<file path="config.mk">
export PLATFORM = sky130hd
export DESIGN_NAME = prog_sequencer
export DESIGN_NICKNAME = d
export VERILOG_FILES = /design/src/rtl/prog_seq_pkg.sv /design/src/rtl/start_edge_det.sv /design/src/rtl/prog_sequencer.sv
export SDC_FILE = /design/constraint.sdc
export NUM_CORES = 1
export LEC_CHECK = 0
export CORE_AREA = 2 2 56 58
export DETAILED_ROUTE_END_ITERATION = 10
export DIE_AREA = 0 0 58 60
export PLACE_DENSITY_LB_ADDON = 0.3
export SYNTH_ARGS = -nofsm -noshare
export SYNTH_HDL_FRONTEND = slang
export SYNTH_SLANG_ARGS = --single-unit
export TNS_END_PERCENT = 50
</file>
<file path="constraint.sdc">
create_clock -name Clk -period 3.8 [get_ports Clk]
set_clock_uncertainty 0.1 [all_clocks]
set_input_delay 0.95 -clock Clk [delete_from_list [all_inputs] [get_ports Clk]]
set_output_delay 0.95 -clock Clk [all_outputs]
set_load 0.005 [all_outputs]
</file>
<file path="src/rtl/prog_seq_pkg.sv">
// Shared types and constants for the program sequencer.
package prog_seq_pkg;
  localparam int CNT_W     = 16;
  localparam int DEF_BASE0 = 0;
  localparam int DEF_BASE1 = 100;
  localparam int DEF_BASE2 = 200;

  typedef enum logic [2:0] {IDLE, ARMED, LOAD, RUN, DONE} state_t;
endpackage

</file>
<file path="src/rtl/start_edge_det.sv">
// Registers Start and decodes single-cycle rise/fall pulses.
module start_edge_det (
  input  logic Clk,
  input  logic Reset,
  input  logic start,
  output logic rise,
  output logic fall
);
  logic start_r;
  logic seen_low;

  // seen_low blocks a rise from a Start that was already high when reset released
  always_ff @(posedge Clk) begin
    if (Reset) begin
      start_r  <= 1'b0;
      seen_low <= 1'b0;
    end else begin
      start_r <= start;
      if (!start) seen_low <= 1'b1;
    end
  end

  assign rise = start & ~start_r & seen_low;
  assign fall = ~start & start_r;
endmodule

</file>
<file path="src/rtl/prog_sequencer.sv">
// Selects one of three programs on Start pulses and sequences the PC through load/run/done.
//   state | meaning
//   IDLE  | no program requested since reset, PC frozen
//   ARMED | request accepted, waiting for Start to fall
//   LOAD  | PC loads the selected base address
//   RUN   | program executing, cycles counted
//   DONE  | halt seen, PC frozen until next request
module prog_sequencer
  import prog_seq_pkg::*;
#(
  parameter int A     = 10,
  parameter int BASE0 = DEF_BASE0,
  parameter int BASE1 = DEF_BASE1,
  parameter int BASE2 = DEF_BASE2
) (
  input  logic             Clk,
  input  logic             Reset,
  input  logic             Start,
  input  logic             HaltInstr,
  output logic             PcLoad,
  output logic [A-1:0]     PcTarget,
  output logic             PcHold,
  output logic             Done,
  output logic [1:0]       ProgIdx,
  output logic [CNT_W-1:0] CycleCount
);
  localparam logic [A-1:0] B0 = A'(BASE0);
  localparam logic [A-1:0] B1 = A'(BASE1);
  localparam logic [A-1:0] B2 = A'(BASE2);

  state_t     state, state_nxt;
  logic [1:0] idx_nxt;
  logic       rise, fall, accept;

  start_edge_det u_edge (
    .Clk   (Clk),
    .Reset (Reset),
    .start (Start),
    .rise  (rise),
    .fall  (fall)
  );

  function automatic logic [A-1:0] base_of(input logic [1:0] idx);
    case (idx)
      2'd2:    base_of = B1;
      2'd3:    base_of = B2;
      default: base_of = B0;
    endcase
  endfunction

  assign accept = rise && (ProgIdx != 2'd3);

  // A new request in RUN takes priority over a simultaneous halt
  always_comb begin
    state_nxt = state;
    idx_nxt   = ProgIdx;
    case (state)
      IDLE, DONE: if (accept) begin
        state_nxt = ARMED;
        idx_nxt   = ProgIdx + 2'd1;
      end
      ARMED: if (fall) state_nxt = LOAD;
      LOAD:  state_nxt = RUN;
      RUN: begin
        if (accept) begin
          state_nxt = ARMED;
          idx_nxt   = ProgIdx + 2'd1;
        end else if (HaltInstr) begin
          state_nxt = DONE;
        end
      end
      default: state_nxt = IDLE;
    endcase
  end

  always_ff @(posedge Clk) begin
    if (Reset) begin
      state      <= IDLE;
      ProgIdx    <= 2'd0;
      CycleCount <= '0;
      PcLoad     <= 1'b0;
      PcHold     <= 1'b1;
      Done       <= 1'b0;
      PcTarget   <= B0;
    end else begin
      state    <= state_nxt;
      ProgIdx  <= idx_nxt;
      PcLoad   <= (state_nxt == LOAD);
      PcHold   <= (state_nxt == IDLE) || (state_nxt == ARMED) || (state_nxt == DONE);
      Done     <= (state_nxt == DONE);
      PcTarget <= base_of(idx_nxt);
      if (state_nxt == LOAD)
        CycleCount <= '0;
      else if (state == RUN && CycleCount != '1)
        CycleCount <= CycleCount + 1'b1;
    end
  end
endmodule

</file>
# [Word level (Yosys, flattened, before mapping)]
# Cells that the tools add are included.
[word_totals] reg_bits=36 elab_cells=44 out_inout_bits=31
[op_classes] n_mux=8 add_sub_neg=2 n_bitwise=5 eq_ne=11 reduce_logical=9
[op_table] cell="$add A16 B1 Y16 const B" n=1
[op_table] cell="$ne A16 B16 Y1 const B" n=1
[op_table] cell="$pmux W8 S2" n=1
[op_table] cell="$mux W3" n=4
[op_table] cell="$pmux W3 S4" n=1
[op_table] cell="$eq A3 B2 Y1 const B" n=3
[op_table] cell="$eq A3 B1 Y1 const B" n=2
[op_table] cell="$eq A3 B3 Y1 const B" n=2
[op_table] cell="$logic_not A3 Y1" n=2
[op_table] cell="$eq A2 B2 Y1 const B" n=2
[op_table] cell="$mux W2" n=2
[op_table] cell="$reduce_or A2 Y1" n=2
[op_table] cell="$and A1 B1 Y1" n=3
[op_table] cell="$reduce_or A3 Y1" n=1
[op_table] cell="$add A2 B1 Y2 const B" n=1
[op_table] cell="$logic_and A1 B1 Y1" n=2
[op_table] cell="$logic_or A1 B1 Y1" n=2
[op_table] cell="$ne A2 B2 Y1 const B" n=1
[op_table] cell="$not A1 Y1" n=2

# [Logic depth before layout (Yosys ltp)]
[depth] depth_word=9 ltp_mapped=6

# [Cells and area by module]
# Synthesis repeated with hierarchy kept, for this count alone.
[hier_totals] hier_cells=163 area_unflattened_um2=1447.6
[by_module_without_submodules] module="prog_sequencer" seq_area_each_um2=540.5 n_inst=1 area_each_um2=1376.3 cells_per_inst=155
[by_module_without_submodules] module="start_edge_det" seq_area_each_um2=40.0 n_inst=1 area_each_um2=71.3 cells_per_inst=8

# [Least setup slack after synthesis]
# OpenSTA, ideal clock, no wires.
[synth_path] path_type="in2reg" start="in Start" end="reg PcTarget[3]" t_arrival_ns=1.957 t_required_ns=3.629 slack_ns=1.673 stages=4 n_path_buf=0 cell_sequence="and4bb_2 o21ai_1 or3b_2 a21oi_1"
[synth_via] elab_chain_cells=7 elab_cells_between_ends=8 classes_between="eq/ne: 2; mux: 3; bitwise: 2; reduce/logical: 1"
[synth_lines] item="from (decl)" line="prog_sequencer.sv:18" source="input logic Start,"
[synth_lines] item="$and A1 B1 Y1 * (2 in series)" line="start_edge_det.sv:23" source="assign rise = start & ~start_r & seen_low;"
[synth_lines] item="$logic_and A1 B1 Y1 *" line="prog_sequencer.sv:51" source="assign accept = rise && (ProgIdx != 2'd3);"
[synth_lines] item="$mux W2 *" line="prog_sequencer.sv:58, prog_sequencer.sv:65"
[synth_lines] item="$mux W2 *"
[synth_lines] item="$eq A2 B2 Y1" line="prog_sequencer.sv:44" source="case (idx)"
[synth_lines] item="$pmux W8 S2 *" line="prog_sequencer.sv:44"
[synth_lines] item="to (signal assigned)" line="prog_sequencer.sv:91" source="PcTarget <= base_of(idx_nxt);"
[synth_lines] item="to (decl)" line="prog_sequencer.sv:21" source="output logic [A-1:0] PcTarget,"
# Every way passes the cells marked *; elsewhere a longest branch is shown, timed or not.
# A chain may end at the register's enable or synchronous reset.

# [Worst setup path in the final report]
# Ends and elaborated chain as after synthesis.

==> out/results.tsv <==
metric	value	unit
vias_per_cell	6.06	
gr-total-overflow	0	
ys_seq_elements	29	
setup_tns	0	ps
arrival	2640	ps
rsz0062_at_grt	false	
drt-initial-drc-count	80	
outcome	finished, final reports clean	
whs	354	ps
dr.pass1.iters	4	
die-area	3480	sq um
cp.required	3960	ps
area_growth	23.4	%
syn_area	1450	sq um
h-tree-depth	2	
grtUsageMet3	0.0693	
track_usage	0.206	
wl	3250	microns
drc	0	
drv_cap	0	
path_cells	clkdlybuf4s50_1, and4bb_2, o21ai_1, or3b_2, a21oi_1	
reg2reg_depth	4	
grt_max_degree	16	
met1_usage	0.234	
core.rowCount	20	
max_stage_delay	510	ps
r2r-end	PcTarget[3]	
syn_inst	170	
diodes	0	
startpoint_type	primary input	
startpoint	Start	
fillers	269	
clock_latency	340	ps
final_cell_mix	dfxtp_1, clkdlybuf4s50_1, a21oi_1	
dp_hpwl	2250	microns
grtUsageMet2	0.338	
r2r_setup_slack	1760	ps
seq_area_frac_synth	0.400	
io_pins	35	
grt_pass1_vias	1196	
min_from	u_edge.seen_low	
drive_above_1_share	0.0761	
synth_cell_types	44	
clock.fmax	0.403	GHz
avgSynthCellArea	8.54	sq um
top_usage_layer	met2	
core	2900	sq um
post_cts_buffers	0	
wl_per_cell	14.1	microns
grt_pass1_wl	5350	microns
critPathSlowestCell	clkdlybuf4s50_1	
holdPathEnd	u_edge.seen_low	
maxSlewHeadroom	0.485	
worstSetupPathType	in2reg	
hold_path.class	reg2reg	
numCtsBuffers	5	
fin_util	0.617	
die_x	58	microns
p_total	607	uW
cts_root_buf	clkbuf_4	
r2r-start	state[0]	
start_util	0.500	
cts_sinks	29	
finalCriticalPeriod	2480	ps
yosysWarnings	0	
max-vdd-ir-drop	0.284	mV
crit_path_end_kind	flip-flop	
antenna_found_initial	0	
fin_crit_sh	0.653	
hold_violations	0	
clock_path_buffers	2	
powerDensity	339	nW/um^2
holdBufCountCts	0	
die_height	60	microns
hold-path-cell-count	2	
worst_pin_slew	765	ps
fin_nets	202	
detail-route-antenna-nets	0	
portBuffers	29	
setup_viol_count_final	0	
drv_slew	0	
via_count	1393	
critPathMaxFanout	7	
leakage	0.000604	uW
finalWeightedCongestion	0.813	
cts_resized	0	
cts_tree	yes	
clkTransAtPathRegs	90	ps
[worst max-delay path by stage]
stage,endpoint,slack [ps],cells after the start
finish,PcTarget[3],1320,5
floorplan,PcTarget[3],1670,4
CTS,PcTarget[3],1350,5
global route,PcTarget[3],1230,5
global placement,PcTarget[3],1080,5
detailed placement,PcTarget[3],1000,5
[area by class of cell]
| class | count | area, sq um | share of cell area |
|---|---|---|---|
| inverter | 8 | 30.0 | 0.0168 |
| clock inverter | 1 | 30.0 | 0.0168 |
| multi-input combinational | 122 | 757 | 0.422 |
| tap | 33 | 41.3 | 0.0230 |
| sequential | 29 | 581 | 0.324 |
| timing repair buffer | 30 | 298 | 0.166 |
| clock buffer | 7 | 55.1 | 0.0307 |
[cell families after synthesis]
logic type	synth area share
buf+inv	0.0888
fa+ha+maj	0.0172
simple gates	0.295
compound gates	0.177
mux	0.0138
flops	0.400
xor+xnor	0.00604
other cells	0.00258
[sequential cells by signal (all words and copies together) (netlist names)]
name and cells:
PcHold 1, PcTarget 3, Done 1, u_edge.start_r 1, u_edge.seen_low 1, CycleCount 16, ProgIdx 2, state 3
PcLoad 1
[cell usage after synthesis, drive strengths merged]
master,count,area share
nand4b,1,0.0060
or3b,1,0.0060
mux2i,2,0.014
and4bb,1,0.0086
or4,9,0.047
o21ai,7,0.024
o221a,1,0.0078
or3,5,0.022
conb,1,0.0026
a21oi,20,0.069
and3,3,0.014
a31o,2,0.012
and3b,1,0.0060
clkbuf,2,0.0052
nor2b,1,0.0043
nand2,6,0.016
buf,13,0.063
a31oi,1,0.0043
inv,8,0.021
nand4,7,0.034
nor4,4,0.017
o2111ai,1,0.0060
nand3,11,0.038
or2,2,0.0086
dfxtp,29,0.40
o41ai,2,0.012
nor3,3,0.010
a22oi,2,0.010
o31ai,6,0.031
and4,2,0.012
nand2b,1,0.0043
and2,1,0.0043
nor2,8,0.021
xor2,1,0.0060
nand3b,2,0.010
nor3b,1,0.0052
ha,2,0.017
[where the power goes]
part           switching [uW]  internal [uW]  leakage [uW]
Clock                     111            157     0.0000455
Sequential               4.22            307      0.000234
Combinational            15.8           12.1      0.000324
[metal layers]
layer	up-vias	share of wire
met5	-	0
met4	0	0.020
met3	9	0.055
met2	49	0.52
met1	650	0.41
li1	685	-
[stage by stage]
step	std cells	setup WS (ps)	area (sq um)
4_1_cts	230	1350	1790
3_3_place_gp	222	1080	1710
5_1_grt	230	1230	1790
2_1_floorplan	174	1670	1470
6_report	230	1320	1790
3_5_place_dp	222	1000	1710
[critical path, delay by kind of cell]
family | cells | cell delay, ps
and+or+nand+nor | 2 | 830
AOI/OAI and AO/OA | 2 | 360
buffers and inverters | 1 | 510
Note: power is estimated with default switching activity, not from simulation.
